`src/rtl/jtopl_slot_reader.sv`:
```
// Slot reader for a time-multiplexed operator pipeline.
// Tracks the slot number from the zero marker and captures one requested slot.
module jtopl_slot_reader #(
    parameter int width  = 5,
    parameter int stages = 18
) (
    input  logic             clk,
    input  logic             rst_n,
    input  logic             cen,
    input  logic             zero,
    input  logic [width-1:0] din,
    input  logic             req,
    input  logic [4:0]       req_slot,
    output logic             busy,
    output logic             ack,
    output logic [width-1:0] dout,
    output logic             locked,
    output logic             sync_err
);

    typedef enum logic [1:0] {
        IDLE = 2'd0,
        WAIT = 2'd1,
        ACK  = 2'd2
    } state_t;

    localparam logic [4:0] last   = 5'(stages - 1);
    localparam logic [5:0] nslots = 6'(stages);

    state_t     state, state_nx;
    logic [4:0] cnt, cur, tgt;
    logic       in_range, hit, load, cap, clr;

    assign cur      = zero ? 5'd0 : cnt;
    assign in_range = {1'b0, req_slot} < nslots;
    assign hit      = cen && (locked || zero) && (cur == tgt);
    assign busy     = (state != IDLE);
    assign ack      = (state == ACK);

    always_comb begin
        state_nx = state;
        load     = 1'b0;
        cap      = 1'b0;
        clr      = 1'b0;
        unique case (state)
            IDLE: begin
                if (req) begin
                    if (in_range) begin
                        load     = 1'b1;
                        state_nx = WAIT;
                    end else begin
                        clr      = 1'b1;
                        state_nx = ACK;
                    end
                end
            end
            WAIT: begin
                if (hit) begin
                    cap      = 1'b1;
                    state_nx = ACK;
                end
            end
            ACK:     state_nx = IDLE;
            default: state_nx = IDLE;
        endcase
    end

    always_ff @(posedge clk or negedge rst_n) begin
        if (!rst_n) begin
            state <= IDLE;
        end else begin
            state <= state_nx;
        end
    end

    // The counter always follows the marker, even after a sync error.
    always_ff @(posedge clk or negedge rst_n) begin
        if (!rst_n) begin
            cnt      <= 5'd0;
            locked   <= 1'b0;
            sync_err <= 1'b0;
        end else if (cen) begin
            cnt <= (cur == last) ? 5'd0 : cur + 5'd1;
            if (zero) begin
                locked <= 1'b1;
            end
            if (locked && (zero != (cnt == 5'd0))) begin
                sync_err <= 1'b1;
            end
        end
    end

    always_ff @(posedge clk or negedge rst_n) begin
        if (!rst_n) begin
            tgt  <= 5'd0;
            dout <= '0;
        end else begin
            if (load) begin
                tgt <= req_slot;
            end
            if (cap) begin
                dout <= din;
            end else if (clr) begin
                dout <= '0;
            end
        end
    end

endmodule
```
`config.mk`:
```
export PLATFORM = sky130hd
export DESIGN_NAME = jtopl_slot_reader
export DESIGN_NICKNAME = d
export VERILOG_FILES = /design/src/rtl/jtopl_slot_reader.sv
export SDC_FILE = /design/constraint.sdc
export NUM_CORES = 1
export LEC_CHECK = 0
export BUFFER_PORTS_ARGS = -buffer_cell sky130_fd_sc_hd__buf_2
export CORE_MARGIN = 10
export CORE_UTILIZATION = 25
export DETAILED_ROUTE_END_ITERATION = 8
export GPL_ROUTABILITY_DRIVEN = 0
export PLACE_DENSITY_LB_ADDON = 0.25
export SYNTH_ARGS = -nofsm -noshare
export SYNTH_HDL_FRONTEND = slang
export SYNTH_SLANG_ARGS = --single-unit
```
`constraint.sdc`:
```
create_clock -name clk -period 1.7 [get_ports clk]
set_input_delay 0.34 -clock clk [delete_from_list [all_inputs] [get_ports clk]]
set_output_delay 0.34 -clock clk [all_outputs]
set_load 0.005 [all_outputs]
```
* Yosys cells after proc, flatten, opt, wreduce, memory -nomap -nowiden
Cells that the tools add are included.
Storage, ports and cells: bits in registers 19, output and inout port bits 9, word-level logic and storage cells 42, bits of input ports 15
Cells by class: add/sub/neg operators 1, $lt $le $gt $ge 1, equality and inequality tests 7, reductions and logical operators 11, muxes and demuxes 16
Operators with widths (count):
- 5-bit two-way mux | 4
- 1-bit two-way mux | 8
- 2-bit two-way mux | 3
- 2-bit AND reduction | 3
- 5-bit by 1-bit adder with 5-bit output (second input constant) | 1
- 5-bit == test | 1
- 5-bit == test (second input constant) | 1
- 5-bit logical NOT | 1
- 5-bit less-than comparator (second input constant) | 1
- 2-bit inequality test (second input constant) | 2
- 2-bit one-hot mux with 2 select lines | 1
- 2-bit nonzero test | 2
- 1-bit logical AND | 3
- 2-bit by 1-bit == test with 1-bit output (second input constant) | 1
- 2-bit == test (second input constant) | 1
- 2-bit logical NOT | 1
- 1-bit logical OR | 1
- 1-bit inequality test | 1

* Logic depth before layout (Yosys ltp)
Gate-level depths: netlist (run 1).
word-level depth 6, depth in mapped cells 9, depth with buffers taken out 8

* Worst setup path before layout (run 1)
No wires, ideal clock.
kind register to register, start point register cnt[0], end point register cnt[3], buffers on the path 0, data required time 1582 ps, data arrival time 1597 ps, library setup time 118 ps, cell stages (with the launch flop) 9, clock period less this slack 1715 ps, slack -15 ps, cell sequence dfrtp_1 -> clkinv_1 -> nor2_1 -> ha_1 -> inv_1 -> o41ai_2 -> nand2b_1 -> o21ai_0 -> a21o_1
On the way: longest elaborated chain between the ends 3, elaborated cells on any way between the ends 4, those cells by class add/sub: 1; eq/ne: 1; mux: 2
Ends and longest elaborated chain:
- from (decl) | line 31 | logic [4:0] cnt, cur, tgt;
- from (signal assigned) | line 83 | cnt <= (cur == last) ? 5'd0 : cur + 5'd1;
- 5-bit two-way mux * | line 34 | assign cur = zero ? 5'd0 : cnt;
- 5-bit by 1-bit adder with 5-bit output / 5-bit == test (equally long branches) | line 83
- 5-bit two-way mux * | line 83
Every way passes the cells marked *; elsewhere a longest branch is shown, timed or not. A chain may end at the register's enable or synchronous reset.

* Worst setup path after layout (run 1)
Same ends and word-level chain as after synthesis.

==> results.yml, run 1 <==
synth:
  synth_seq_area_share_pct: 45.1
  syn_inst: 100
  ys_ff_latch: 19
  async_flop_share_pct: 100
  ys_warn_count: 0
  mappedNetlistArea_sq_um: 1050
  synth_top_cell_by_area: "dfrtp_1"
  syn_area_per_cell_sq_um: 10.5
  synth_area_leaders: "dfrtp_1, inv_1, mux2i_1"
  synth_edf_count: 0
  synth_top_area_share_pct: 45.1
  syn_nets: 117
  yosysMostFrequentCell: "dfrtp_1"
  synth_cell_type_count: 35
  ys.flop_type: "dfrtp_1"
  synth.top_cells.by_count: "dfrtp_1, inv_1, nand2_1, mux2i_1, o21ai_0"
floorplan:
  initial_utilization_pct: 26.2
  die_y_um: 85.0
  io_pins: 24
  fp.dieArea_sq_um: 7220
  die_w_um: 85.0
  core_area_sq_um: 4030
  rows: 23
finish:
  nets: 151
  syn2layout_area_growth_pct: 26.9
  antenna_cells: 0
  drive_gt1_share_pct: 40.6
  multi_input_comb_area_sq_um: 507
  fin_util_pct: 33.2
  nFillCells: 428
  regArea_sq_um: 477
  final_cells: 183
place:
  place_inst: 179
  portBuffers: 23
  pre_cts_slack_ns: -0.00829
  dp_hpwl_um: 2020
detailed_routing:
  drt_iter0_drc: 31
  route.detailed.drc: 0
  dr.pass1.iters: 4
  wl_um: 2450
  via_per_inst: 4.48
  wire_per_inst_um: 13.4
  antenna_left: 0
  num_vias: 820
power:
  netSwitchingFraction_pct: 34.9
  p_comb_share_pct: 32.5
  clockPowerShare_pct: 21.0
  ir_drop_mv: 0.516
  finalPower_mw: 1.57
  p_int_mw: 1.02
  p_leak_nw: 0.687
  power_density_nw_per_um2: 1180
  p_sw_uw: 549
  seq_power_share_pct: 46.6
clocking:
  h-tree-depth: 1
  numCtsBuffers: 3
  cts_root_buf: "clkbuf_8"
  clock_latency_ns: 0.26
  clkTransAtPathRegs_ns: 0.08
  cts_tree: "built"
  cts.sinks: 19
  cts_hold_buf: 0
  cts_buffer_depth: 2
outcome:
  status: "finished clean"
timing:
  rsz0062_at_grt: "no"
  tns_ns: 0
  worstMarginPinSlew_ns: 0.446
  max_slew_margin_pct: 70.3
  hold_viol_final: 0
  finalSetupViolCount: 0
  maxSlewViolCount: 0
  min_period_ns: 1.61
  period_share_pct: 94.8
  fin_ws_ns: 0.0879
  finClkSkew_ns: 0.00366
  fmax_mhz: 620
setup_path:
  path_cells: "clkinv_1, nor2_2, ha_1, inv_1, o41ai_2, nand2b_4, o21ai_0, a21o_1"
  cpMaxStageDelayCell: "dfrtp_1"
  start_kind: "flop"
  crit_required_ns: 1.86
  critPathCaptureType: "flop"
  slowest_delay_ns: 0.35
  cp_top_family: "compound AO/OA/AOI/OAI gates"
  path_buf_inv: 2
  cp.arrival_ns: 1.77
  worstRegToRegCells: 8
  cp_max_fo: 3
  critPathKind: "flop to flop"
  critPathLaunch: "cnt[0]"
  r2r_slack_ns: 0.09
  worst_r2r_endpoint: "cnt[3]"
  r2r-start: "cnt[0]"
global_routing:
  grt_pass1_wl_um: 4280
  grt_max_degree: 20
  grt_overflow: 0
  grt_antenna_before_repair: 0
  first_global_vias: 882
  grt_usage_pct: 7.16
job:
  max_cap_violations: 0
worst_hold_path:
  min_path_type: "input port to asynchronous set/reset pin"
worst max path at each step:
| stage | slack [ns] | end | depth (start not counted) |
|---|---|---|---|
| floorplan | 0.06 | cnt[3] | 9 |
| global placement | 0.05 | dout[4] | 6 |
| detailed placement | -0.008 | cnt[3] | 9 |
| CTS | 0.06 | dout[0] | 5 |
| global route | 0.003 | cnt[3] | 8 |
| finish | 0.09 | cnt[3] | 8 |
layer usage:
layer / wire length [um] / part of all wire (%) / GRT usage (%) / vias to the layer above
met5: 0 / 0 / 0 / -
met2: 1070 / 44 / 10.6 / 25
met1: 1150 / 47 / 8.60 / 387
li1: - / - / - / 404
met3: 207 / 8.4 / 4.21 / 4
met4: 24 / 0.98 / 1.80 / 0
power by group through the flow:
stage | logic [mW] | clock network, mW | registers [mW]
after floorplan | 0.355 | 0 | 0.711
after global placement | 0.511 | 0 | 0.731
after detailed placement | 0.523 | 0 | 0.738
after CTS | 0.524 | 0.342 | 0.732
after global routing | 0.578 | 0.364 | 0.756
final | 0.511 | 0.330 | 0.733
state kept, by name, indices dropped and copies added, names as in the netlist:
| signal | cells |
|---|---|
| cnt | 5 |
| dout | 5 |
| tgt | 5 |
| state | 2 |
| locked | 1 |
| sync_err | 1 |
area by class of cell:
type / instances / area share [%]
clock buffers: 3 / 3.08
clock inverters: 1 / 0.561
inverters: 16 / 4.58
multi-input cells: 62 / 37.9
flip-flops and latches: 19 / 35.6
well taps: 50 / 4.67
repair buffers: 32 / 13.6
cells in the final DEF (no fill, tap or decap), types with 2 or more instances in the layout:
cell type,count
nand3_1,2
clkbuf_8,3
ha_1,2
buf_4,9
dfrtp_1,18
o21ai_0,5
nand2_1,11
inv_1,14
mux2i_1,5
buf_2,23
nand2b_1,2
xnor2_1,3
mux2_2,4
nor3b_1,2
o22ai_1,4
nor2_1,2
cell families (layout without fill, tap and decap cells):
family | after synthesis | count (layout) | synth area share (%)
fa+ha+maj | 2 | 2 | 2.37
buf+inv | 19 | 52 | 7.83
compound gates | 21 | 21 | 17.3
flops | 19 | 19 | 45.1
mux | 9 | 9 | 9.02
simple gates | 27 | 27 | 15.9
xor+xnor | 3 | 3 | 2.49
worst reg2reg max path, delay by kind of cell, from the launching register on:
family,cells,cell delay (ns)
compound gates,3,0.50
simple gates,2,0.36
flops,1,0.35
fa+ha+maj,1,0.16
buf+inv,2,0.14
per-stage QoR:
stage | hold slack [ns] | area (sq um)
3_5_place_dp | 0.314 | 1280
4_1_cts | 0.0249 | 1330
6_report | 0.0146 | 1340
3_3_place_gp | 0.310 | 1280
5_1_grt | 0.0398 | 1340
2_1_floorplan | 0.0444 | 1060
repair_timing:
action,in CTS,in global routing
buffers inserted,0,0
gates resized for setup,0,2
endpoints found under the setup margin,0,3
Power figures use the tool's default switching activity.
==> run 2: changes to the inputs <==
Settings changed: ABC_AREA set to 1, CTS_BUF_LIST set to sky130_fd_sc_hd__clkbuf_2.
==> run 2 against run 1 <==
Routed wire length decreased by 3.1%. Power decreased by 11%. First-iteration DRC count increased by 45%. Critical endpoint is now cnt[4].
==> results.yml, run 2 <==
global_routing:
  grt_max_degree: 20
  grt_pass1_wl_um: 4400
  first_global_vias: 982
  grt_antenna_before_repair: 0
  grt_usage_pct: 7.25
  grt_overflow: 0
timing:
  hold_viol_final: 0
  maxSlewViolCount: 0
  finalSetupViolCount: 0
  finClkSkew_ns: 0.0127
  period_share_pct: 82.4
  rsz0062_at_grt: "no"
  fmax_mhz: 714
  min_period_ns: 1.40
  worstMarginPinSlew_ns: 0.453
  tns_ns: 0
  max_slew_margin_pct: 69.8
synth:
  ys_ff_latch: 19
  synth_edf_count: 0
  yosysMostFrequentCell: "nand2_1"
  synth_top_area_share_pct: 45.3
  synth_top_cell_by_area: "dfrtp_1"
  synth_seq_area_share_pct: 45.3
  ys.flop_type: "dfrtp_1"
  syn_area_per_cell_sq_um: 8.00
  synth_area_leaders: "dfrtp_1, nand2_1, nand3_1"
  syn_inst: 131
  async_flop_share_pct: 100
  syn_nets: 148
  ys_warn_count: 0
  mappedNetlistArea_sq_um: 1050
  synth_cell_type_count: 23
  synth.top_cells.by_count: "nand2_1, inv_1, dfrtp_1, nand3_1"
finish:
  drive_gt1_share_pct: 28.7
  final_cell_mix: "nand2_1, buf_2, inv_1"
  syn2layout_area_growth_pct: 18.6
  top_regs: "cnt x5, dout x5, tgt x5"
  antenna_cells: 0
  fin_area_sq_um: 1240
  nets: 175
  fin_util_pct: 30.9
  final_common_cell: "nand2_1"
  nFillCells: 445
floorplan:
  initial_utilization_pct: 26.0
  die_y_um: 84.8
  fp.dieArea_sq_um: 7180
  die_w_um: 84.8
  core_area_sq_um: 4030
  rows: 23
  io_pins: 24
clocking:
  cts_setup_buffers: 0
  cts.sinks: 19
  numCtsBuffers: 3
  h-tree-depth: 1
  cts_buffer_depth: 2
  cts_tree: "built"
  cts_root_buf: "clkbuf_2"
  clkTransAtPathRegs_ns: 0.18
  clock_latency_ns: 0.31
detailed_routing:
  dr.pass1.iters: 4
  via_per_inst: 4.34
  route.detailed.drc: 0
  wire_per_inst_um: 11.5
  antenna_left: 0
  wl_um: 2370
  num_vias: 898
  drt_iter0_drc: 45
power:
  ir_drop_mv: 0.578
  p_leak_nw: 0.674
  power_density_nw_per_um2: 1130
outcome:
  status: "finished clean"
setup_path:
  cp_max_fo: 4
  cpMostUsedCell: "inv_1"
  crit_required_ns: 1.95
  slowest_delay_ns: 0.39
  cp.arrival_ns: 1.65
  cpMaxStageDelayCell: "dfrtp_1"
  path_cells: "inv_1, nor2_2, ha_1, inv_1, nor2_1, nand2_1, xor2_1, o22ai_1"
  path_buf_inv: 2
  critPathCaptureType: "flop"
  cp_top_family: "flip-flops"
  critPathKind: "flop to flop"
  start_kind: "flop"
job:
  max_cap_violations: 0
place:
  placed_area_sq_um: 1210
  portBuffers: 23
  dp_hpwl_um: 1880
worst_hold_path:
  min_path_type: "input port to flop"
## run 2: path summary, 6_finish.rpt
path / slack [ns] / end / cells past startpoint / start
setup / recovery: 0.30 / cnt[4] / 8 / cnt[1]
max in group asynchronous: 0.90 / dout[2] / 2 / rst_n
setup reg to reg: 0.30 / cnt[4] / 8 / cnt[1]
hold / removal: 0.25 / dout[4] / 3 / din[4]
min in group asynchronous: 0.48 / cnt[2] / 2 / rst_n
hold reg to reg: 0.50 / sync_err / 2 / sync_err
## run 2: kinds of logic (layout without fill, tap and decap cells)
| family | count (synthesis) | count (layout) | synth area share, % |
|---|---|---|---|
| xor+xnor | 2 | 2 | 1.67 |
| compound gates | 13 | 13 | 7.04 |
| simple gates | 68 | 68 | 32.7 |
| fa+ha+maj | 2 | 2 | 2.39 |
| flops | 19 | 19 | 45.3 |
| buf+inv | 26 | 52 | 9.79 |
| mux | 1 | 1 | 1.07 |
## run 2: worst reg2reg max path, cell delays in order, from the launching register on
cell	delay (ns)
dfrtp_1	0.39
inv_1	0.08
nor2_2	0.16
ha_1	0.20
inv_1	0.04
nor2_1	0.13
nand2_1	0.08
xor2_1	0.14
o22ai_1	0.12
## run 2: report_power, final
part / switching, mW / leakage, nW / total [mW] / internal (mW)
clock network: 0.135 / 0.0166 / 0.197 / 0.0623
logic: 0.338 / 0.419 / 0.547 / 0.210
registers: 0.0875 / 0.239 / 0.657 / 0.570
## run 2: timing repair
item,in CTS,in global routing
setup endpoints to repair,0,0
gates resized for setup,0,0
endpoints found under the hold margin,19,0
hold buffers,1,0
## run 2: through the flow
| step | total power [mW] | worst slack, ns | std cells | hold WS [ns] |
|---|---|---|---|---|
| final | 1.40 | 0.300 | 207 | 0.252 |
| after global placement | 1.21 | 0.213 | 202 | 0.305 |
| after detailed placement | 1.22 | 0.122 | 202 | 0.319 |
| after global routing | 1.55 | 0.180 | 207 | 0.249 |
| after floorplan | 1.06 | 0.415 | 131 | 0.0444 |
| after CTS | 1.43 | 0.285 | 207 | 0.232 |
## run 2: layout make-up
class                           count  area, sq um  share of cell area (%)
Clock buffer                        4         20.0                    1.61
Inverter                           24         90.1                    7.24
Multi-Input combinational cell     86          470                    37.8
Sequential cell                    19          475                    38.2
Tap cell                           50         62.6                    5.03
Timing Repair Buffer               24          125                    10.1
## run 2: metal layers
layer  track usage [%]  routed length (um)  vias up
li1                  -                   -      466
met1              8.50                1070      405
met2              11.7                1100       25
met3              3.38                 185        2
met4              1.80                  15        0
met5                 0                   0        -
